`config.mk`:
```
export PLATFORM = sky130hd
export DESIGN_NAME = uart_tx_frame
export DESIGN_NICKNAME = d
export VERILOG_FILES = /design/src/rtl/uart_pkg.sv /design/src/rtl/uart_baud_tick.sv /design/src/rtl/uart_tx_frame.sv
export SDC_FILE = /design/constraint.sdc
export NUM_CORES = 1
export LEC_CHECK = 0
export ABC_AREA = 1
export CAP_MARGIN = 0
export CORE_ASPECT_RATIO = 2
export CORE_MARGIN = 3
export CORE_UTILIZATION = 55
export CTS_CLUSTER_SIZE = 28
export DETAILED_ROUTE_END_ITERATION = 12
export HOLD_SLACK_MARGIN = 0.05
export PLACE_DENSITY = 0.83
export SKIP_CTS_REPAIR_TIMING = 1
export SYNTH_ARGS = -nofsm -noshare
export SYNTH_HDL_FRONTEND = slang
export SYNTH_SLANG_ARGS = --single-unit
```
`constraint.sdc`:
```
create_clock -name clk_i -period 1.73 [get_ports clk_i]
set_input_delay 0.346 -clock clk_i [delete_from_list [all_inputs] [get_ports clk_i]]
set_output_delay 0.346 -clock clk_i [all_outputs]
set_load 0.1 [all_outputs]
```
`src/rtl/uart_pkg.sv`:
```
// Shared definitions for the UART transmit/receive blocks: parity encodings,
// frame state type, common bit-period constants and a frame-length helper.
package uart_pkg;

    localparam int PARITY_NONE = 0;
    localparam int PARITY_EVEN = 1;
    localparam int PARITY_ODD  = 2;

    // Clock cycles per bit for a 50 MHz system clock
    localparam int CLKS_9600_50MHZ   = 5208;
    localparam int CLKS_115200_50MHZ = 434;

    typedef enum logic [2:0] {
        ST_IDLE   = 3'd0,
        ST_START  = 3'd1,
        ST_DATA   = 3'd2,
        ST_PARITY = 3'd3,
        ST_STOP   = 3'd4
    } state_e;

    // Total clock cycles occupied by one frame on the line
    function automatic int frame_len(input int clks_per_bit, input int data_bits,
                                     input int parity_mode, input int stop_bits);
        return clks_per_bit * (1 + data_bits + ((parity_mode != PARITY_NONE) ? 1 : 0) + stop_bits);
    endfunction

endpackage

```
`src/rtl/uart_baud_tick.sv`:
```
// Bit-period counter: counts 0..CLKS_PER_BIT-1 while running and flags the
// last cycle of each bit. Held at zero while cleared so a new frame always
// starts on a full bit period.
module uart_baud_tick
    import uart_pkg::*;
#(
    parameter int CLKS_PER_BIT = CLKS_9600_50MHZ
) (
    input  logic clk_i,
    input  logic rst_i,
    input  logic clear_i,
    input  logic run_i,
    output logic bit_end_o
);

    localparam int              CNT_W    = $clog2(CLKS_PER_BIT);
    localparam logic [CNT_W-1:0] CNT_LAST = CNT_W'(CLKS_PER_BIT - 1);

    logic [CNT_W-1:0] cnt_q;
    logic [CNT_W-1:0] cnt_d;

    // Next count: restart on clear, wrap at the end of each bit period
    always_comb begin
        cnt_d = cnt_q;
        if (clear_i) begin
            cnt_d = '0;
        end else if (run_i) begin
            cnt_d = (cnt_q == CNT_LAST) ? '0 : cnt_q + CNT_W'(1);
        end
    end

    // Counter register with synchronous active-low reset
    always_ff @(posedge clk_i) begin
        if (!rst_i) begin
            cnt_q <= '0;
        end else begin
            cnt_q <= cnt_d;
        end
    end

    assign bit_end_o = run_i && !clear_i && (cnt_q == CNT_LAST);

endmodule

```
`src/rtl/uart_tx_frame.sv`:
```
// RS-232 frame transmitter with a one-entry holding register.
//
//   state     | meaning
//   ----------+-------------------------------------------------------------
//   ST_IDLE   | line idle; loads the holding register when it is full
//   ST_START  | start bit (low)
//   ST_DATA   | payload bits, LSB first
//   ST_PARITY | parity bit (only when parity is enabled)
//   ST_STOP   | stop bit(s) (high); chains straight into ST_START if a word waits
//
// The FSM runs one cycle ahead of the registered line outputs: TXD_o, busy_o
// and done_o are registered from the current state, so the line lags the
// state by exactly one cycle and no input reaches an output combinationally.
module uart_tx_frame
    import uart_pkg::*;
#(
    parameter int CLKS_PER_BIT = CLKS_9600_50MHZ,
    parameter int DATA_BITS    = 8,
    parameter int PARITY_MODE  = PARITY_NONE,
    parameter int STOP_BITS    = 1
) (
    input  logic                 clk_i,
    input  logic                 rst_i,
    input  logic [DATA_BITS-1:0] data_i,
    input  logic                 valid_i,
    output logic                 ready_o,
    output logic                 busy_o,
    output logic                 done_o,
    output logic                 TXD_o
);

    if (DATA_BITS < 5 || DATA_BITS > 9) begin : g_bad_data_bits
        $error("uart_tx_frame: DATA_BITS must be in 5..9");
    end
    if (STOP_BITS < 1 || STOP_BITS > 2) begin : g_bad_stop_bits
        $error("uart_tx_frame: STOP_BITS must be 1 or 2");
    end
    if (PARITY_MODE < 0 || PARITY_MODE > 2) begin : g_bad_parity
        $error("uart_tx_frame: PARITY_MODE must be 0, 1 or 2");
    end
    if (CLKS_PER_BIT < 2) begin : g_bad_clks
        $error("uart_tx_frame: CLKS_PER_BIT must be 2 or more");
    end

    localparam logic [3:0] LAST_DATA = 4'(DATA_BITS - 1);
    localparam logic [3:0] LAST_STOP = 4'(STOP_BITS - 1);
    localparam logic       ODD_FLIP  = (PARITY_MODE == PARITY_ODD);

    state_e               state_q, state_d;
    logic [DATA_BITS-1:0] hold_q, hold_d;
    logic                 hold_full_q, hold_full_d;
    logic [DATA_BITS-1:0] shift_q, shift_d;
    logic                 parity_q, parity_d;
    logic [3:0]           bit_idx_q, bit_idx_d;
    logic                 txd_q, txd_d;
    logic                 busy_q, busy_d;
    logic                 done_q, done_d;
    logic                 ready_q, ready_d;

    logic load;
    logic frame_end;
    logic bit_end;

    uart_baud_tick #(
        .CLKS_PER_BIT(CLKS_PER_BIT)
    ) u_baud (
        .clk_i    (clk_i),
        .rst_i    (rst_i),
        .clear_i  (state_q == ST_IDLE),
        .run_i    (state_q != ST_IDLE),
        .bit_end_o(bit_end)
    );

    // FSM sequencing, holding-register handshake and shift-register load
    always_comb begin
        state_d     = state_q;
        hold_d      = hold_q;
        hold_full_d = hold_full_q;
        shift_d     = shift_q;
        parity_d    = parity_q;
        bit_idx_d   = bit_idx_q;
        load        = 1'b0;
        frame_end   = 1'b0;

        case (state_q)
            ST_IDLE: begin
                if (hold_full_q) begin
                    load = 1'b1;
                end
            end
            ST_START: begin
                if (bit_end) begin
                    state_d   = ST_DATA;
                    bit_idx_d = '0;
                end
            end
            ST_DATA: begin
                if (bit_end) begin
                    shift_d = shift_q >> 1;
                    if (bit_idx_q == LAST_DATA) begin
                        bit_idx_d = '0;
                        state_d   = (PARITY_MODE == PARITY_NONE) ? ST_STOP : ST_PARITY;
                    end else begin
                        bit_idx_d = bit_idx_q + 4'd1;
                    end
                end
            end
            ST_PARITY: begin
                if (bit_end) begin
                    state_d   = ST_STOP;
                    bit_idx_d = '0;
                end
            end
            ST_STOP: begin
                if (bit_end) begin
                    if (bit_idx_q == LAST_STOP) begin
                        frame_end = 1'b1;
                        bit_idx_d = '0;
                        if (hold_full_q) begin
                            load = 1'b1;
                        end else begin
                            state_d = ST_IDLE;
                        end
                    end else begin
                        bit_idx_d = bit_idx_q + 4'd1;
                    end
                end
            end
            default: begin
                state_d = ST_IDLE;
            end
        endcase

        if (load) begin
            shift_d     = hold_q;
            parity_d    = (^hold_q) ^ ODD_FLIP;
            hold_full_d = 1'b0;
            bit_idx_d   = '0;
            state_d     = ST_START;
        end

        // ready_q is only high while the holding register is empty, so a
        // handshake can never coincide with a drain.
        if (valid_i && ready_q) begin
            hold_d      = data_i;
            hold_full_d = 1'b1;
        end
    end

    // Registered line outputs derived from the current state; ready drops on
    // the filling edge and returns one edge after the drain, i.e. together
    // with the start bit of the word it handed over.
    always_comb begin
        txd_d = 1'b1;
        case (state_q)
            ST_START:  txd_d = 1'b0;
            ST_DATA:   txd_d = shift_q[0];
            ST_PARITY: txd_d = parity_q;
            default:   txd_d = 1'b1;
        endcase
        busy_d  = (state_q != ST_IDLE);
        done_d  = frame_end;
        ready_d = !(hold_full_d || hold_full_q);
    end

    // State and output registers with synchronous active-low reset
    always_ff @(posedge clk_i) begin
        if (!rst_i) begin
            state_q     <= ST_IDLE;
            hold_q      <= '0;
            hold_full_q <= 1'b0;
            shift_q     <= '0;
            parity_q    <= 1'b0;
            bit_idx_q   <= '0;
            txd_q       <= 1'b1;
            busy_q      <= 1'b0;
            done_q      <= 1'b0;
            ready_q     <= 1'b1;
        end else begin
            state_q     <= state_d;
            hold_q      <= hold_d;
            hold_full_q <= hold_full_d;
            shift_q     <= shift_d;
            parity_q    <= parity_d;
            bit_idx_q   <= bit_idx_d;
            txd_q       <= txd_d;
            busy_q      <= busy_d;
            done_q      <= done_d;
            ready_q     <= ready_d;
        end
    end

    assign TXD_o   = txd_q;
    assign busy_o  = busy_q;
    assign done_o  = done_q;
    assign ready_o = ready_q;

endmodule

```
==> flow_summary_export.csv <==
group,metric,value,unit
run_status,status,"finished, final reports clean",
logic_synthesis,ys_types,30,
route,wl_per_cell,11.8,um
timing,min_period,1650,ps
logic_synthesis,synthCells,289,
global_routing,grt_antenna_before_repair,0,
worst_setup_path,critPathArrivalTime,1890,ps
power_and_ir_drop,intPower,1.70,mW
timing,hold_ws,439,ps
clock_tree,numCtsBuffers,5,
global_routing,grt_max_degree,18,
logic_synthesis,syn_area,2060,sq um
power_and_ir_drop,pwr-share-seq,0.427,
timing,skew,5.25,ps
worst_setup_path,worstSetupPathType,"reg2reg",
timing,drv_slew,0,
route,final_antenna_net_count,0,
route,drtPass1Iterations,4,
power_and_ir_drop,switching_share,0.373,
worst_setup_path,critPathRequiredTime,1960,ps
finish,final_cell_mix,"60 x nand2_1, 57 x nor2_1, 37 x dfxtp_1",
route,viasPerCell,5.21,
power_and_ir_drop,peakVddDrop,0.681,mV
clock_tree,cts_tree,"done",
logic_synthesis,ys_warn_count,0,
timing,slew_headroom,0.787,
floorplan,die_h,92.6,um
worst_setup_path,endpoint_kind,"flip-flop",
logic_synthesis,synth_nets,303,
timing,finalWorstSetupSlack,78.5,ps
floorplan,start_util,0.590,
power_and_ir_drop,p_per_area,1070,nW/um^2
finish,n_antenna_cell,0,
timing,setup_viol,0,
worst_setup_path,crit_path_start_kind,"flip-flop",
floorplan,rows,30,
logic_synthesis,avgSynthCellArea,7.13,sq um
global_routing,grt_pass1_vias,1873,
hold_path,hold_class,"reg2reg",
global_routing,grt_first_pass_wirelength,7280,um
run,cap_viol_max_count,0,
clock_tree,cts_buffer_depth,2,
clock_tree,cts_num_sinks,42,
clock_tree,clk_pin_slew,70,ps
finish,layout_commonest_cell,"nand2_1",
finish,nNetsFinal,331,
clock_tree,ctsHtreeMaxLevel,2,
finish,fin_area,2520,sq um
place,place_ws,-53.8,ps
global_routing,grt_usage,0.204,
logic_synthesis,synth_seq_area_share,0.408,
floorplan,dieArea,4560,sq um
timing,hold_violations,0,
power_and_ir_drop,p_total,2.71,mW
timing,fin_crit_sh,0.955,
power_and_ir_drop,switching_power,1.01,mW
place,finalWeightedCongestion,0.843,
place,io_buffers,14,
timing,tightest_slew,316,ps
route,drc,0,
place,place_hpwl,3310,um
global_routing,gr-total-overflow,0,
floorplan,die_w,49.3,um
finish,areaGrowthSynthToFinish,22.5,%
place,dpl_cell_area,2340,sq um
power_and_ir_drop,leakage,1.01,nW
clock_tree,root_buffer,"clkbuf_8",
finish,drive_above_1_share,0.179,
floorplan,pin_count,15,
logic_synthesis,ys_ff_latch,42,
route,drt_iter0_drc,18,
worst_setup_path,cp_max_fo,4,
route,drt_wl_total,4330,um
power_and_ir_drop,pwr-share-clk,0.239,
floorplan,core,3490,sq um
clock_tree,insertion_delay,300,ps
route,dr_total_vias,1906,
timing,clock.fmax,606,MHz
timing,rsz0062_at_grt,"yes",
power_and_ir_drop,power_frac_comb,0.334,
-- sequential cells by signal, indices dropped and copies added (netlist names) --
| name | flops |
|---|---|
| u_baud.cnt_q | 13 |
| hold_q | 8 |
| shift_q | 8 |
| bit_idx_q | 4 |
| state_q | 3 |
| TXD_o | 1 |
| busy_o | 1 |
| done_o | 1 |
| hold_full_q | 1 |
| parity_q | 1 |
| ready_o | 1 |
-- cell usage after synthesis, drive strengths merged --
cell,n,area share
nor2,65,0.13
a21oi,13,0.032
o2111ai,1,0.0043
xnor2,5,0.021
nand2,66,0.13
inv,31,0.056
ha,3,0.018
nor3,11,0.042
clkinv,1,0.0018
xor2,4,0.017
nand4,9,0.035
buf,2,0.0079
dfxtp,42,0.41
nor3b,1,0.0036
o21ai,17,0.041
a21boi,3,0.011
nand3,14,0.036
o21bai,1,0.0036
-- cell families after synthesis --
| kind of cell | count (synthesis) | share of synthesized area |
|---|---|---|
| AND/OR/NAND/NOR | 166 | 0.378 |
| flip-flops | 42 | 0.408 |
| AO/OA/AOI/OAI | 35 | 0.0917 |
| buffers and inverters | 34 | 0.0662 |
| XOR/XNOR | 9 | 0.0382 |
| adder cells (fa/ha/maj) | 3 | 0.0182 |
-- critical path: stages (launching register included) --
cell and delay, ps:
dfxtp_2 360, ha_4 160, nand2_4 70, nor3_2 200
nand3_2 130, buf_4 160, nand2_1 70, nand4_1 140
inv_1 110, nand2_1 70, a21oi_2 110
-- layer usage --
layer	track usage	vias to the layer above	routed length, um
met5	0	-	0
met4	0.124	0	165
met3	0.0531	18	161
met2	0.419	54	2510
met1	0.156	855	1490
li1	-	979	-
-- per-stage QoR --
stage                      util  instances  TNS (ps)
final                     0.723        366         0
after global routing      0.723        366     -94.9
after CTS                 0.696        364     -76.0
after detailed placement  0.670        356     -53.8
after global placement    0.670        356         0
after floorplan               -        289         0
-- final cells by class --
type / count / area (sq um)
multi-input combinational: 213 / 1160
inverter: 32 / 120
timing repair buffer: 23 / 248
tap: 48 / 60.1
sequential: 42 / 847
clock inverter: 1 / 5.00
fill: 283 / 967
clock buffer: 7 / 86.3
-- power groups by stage --
stage / logic (mW) / registers [mW] / clock network, mW
floorplan: 0.511 / 1.27 / 0
global placement: 0.854 / 1.16 / 0
detailed placement: 0.874 / 1.17 / 0
CTS: 0.880 / 1.14 / 0.652
global route: 0.991 / 1.17 / 0.692
finish: 0.905 / 1.16 / 0.646
-- worst paths after layout --
check	start	endpoint	slack (ps)	cells past startpoint
setup / recovery	u_baud.cnt_q[1]$_SDFFE_PP0P_	state_q[2]$_SDFFE_PP0P_	80	10
hold / removal	u_baud.cnt_q[0]$_SDFFE_PP0P_	u_baud.cnt_q[0]$_SDFFE_PP0P_	440	1
setup reg to reg	u_baud.cnt_q[1]$_SDFFE_PP0P_	state_q[2]$_SDFFE_PP0P_	80	10
hold reg to reg	u_baud.cnt_q[0]$_SDFFE_PP0P_	u_baud.cnt_q[0]$_SDFFE_PP0P_	440	1
No activity file was read; power rests on OpenSTA's default activity.
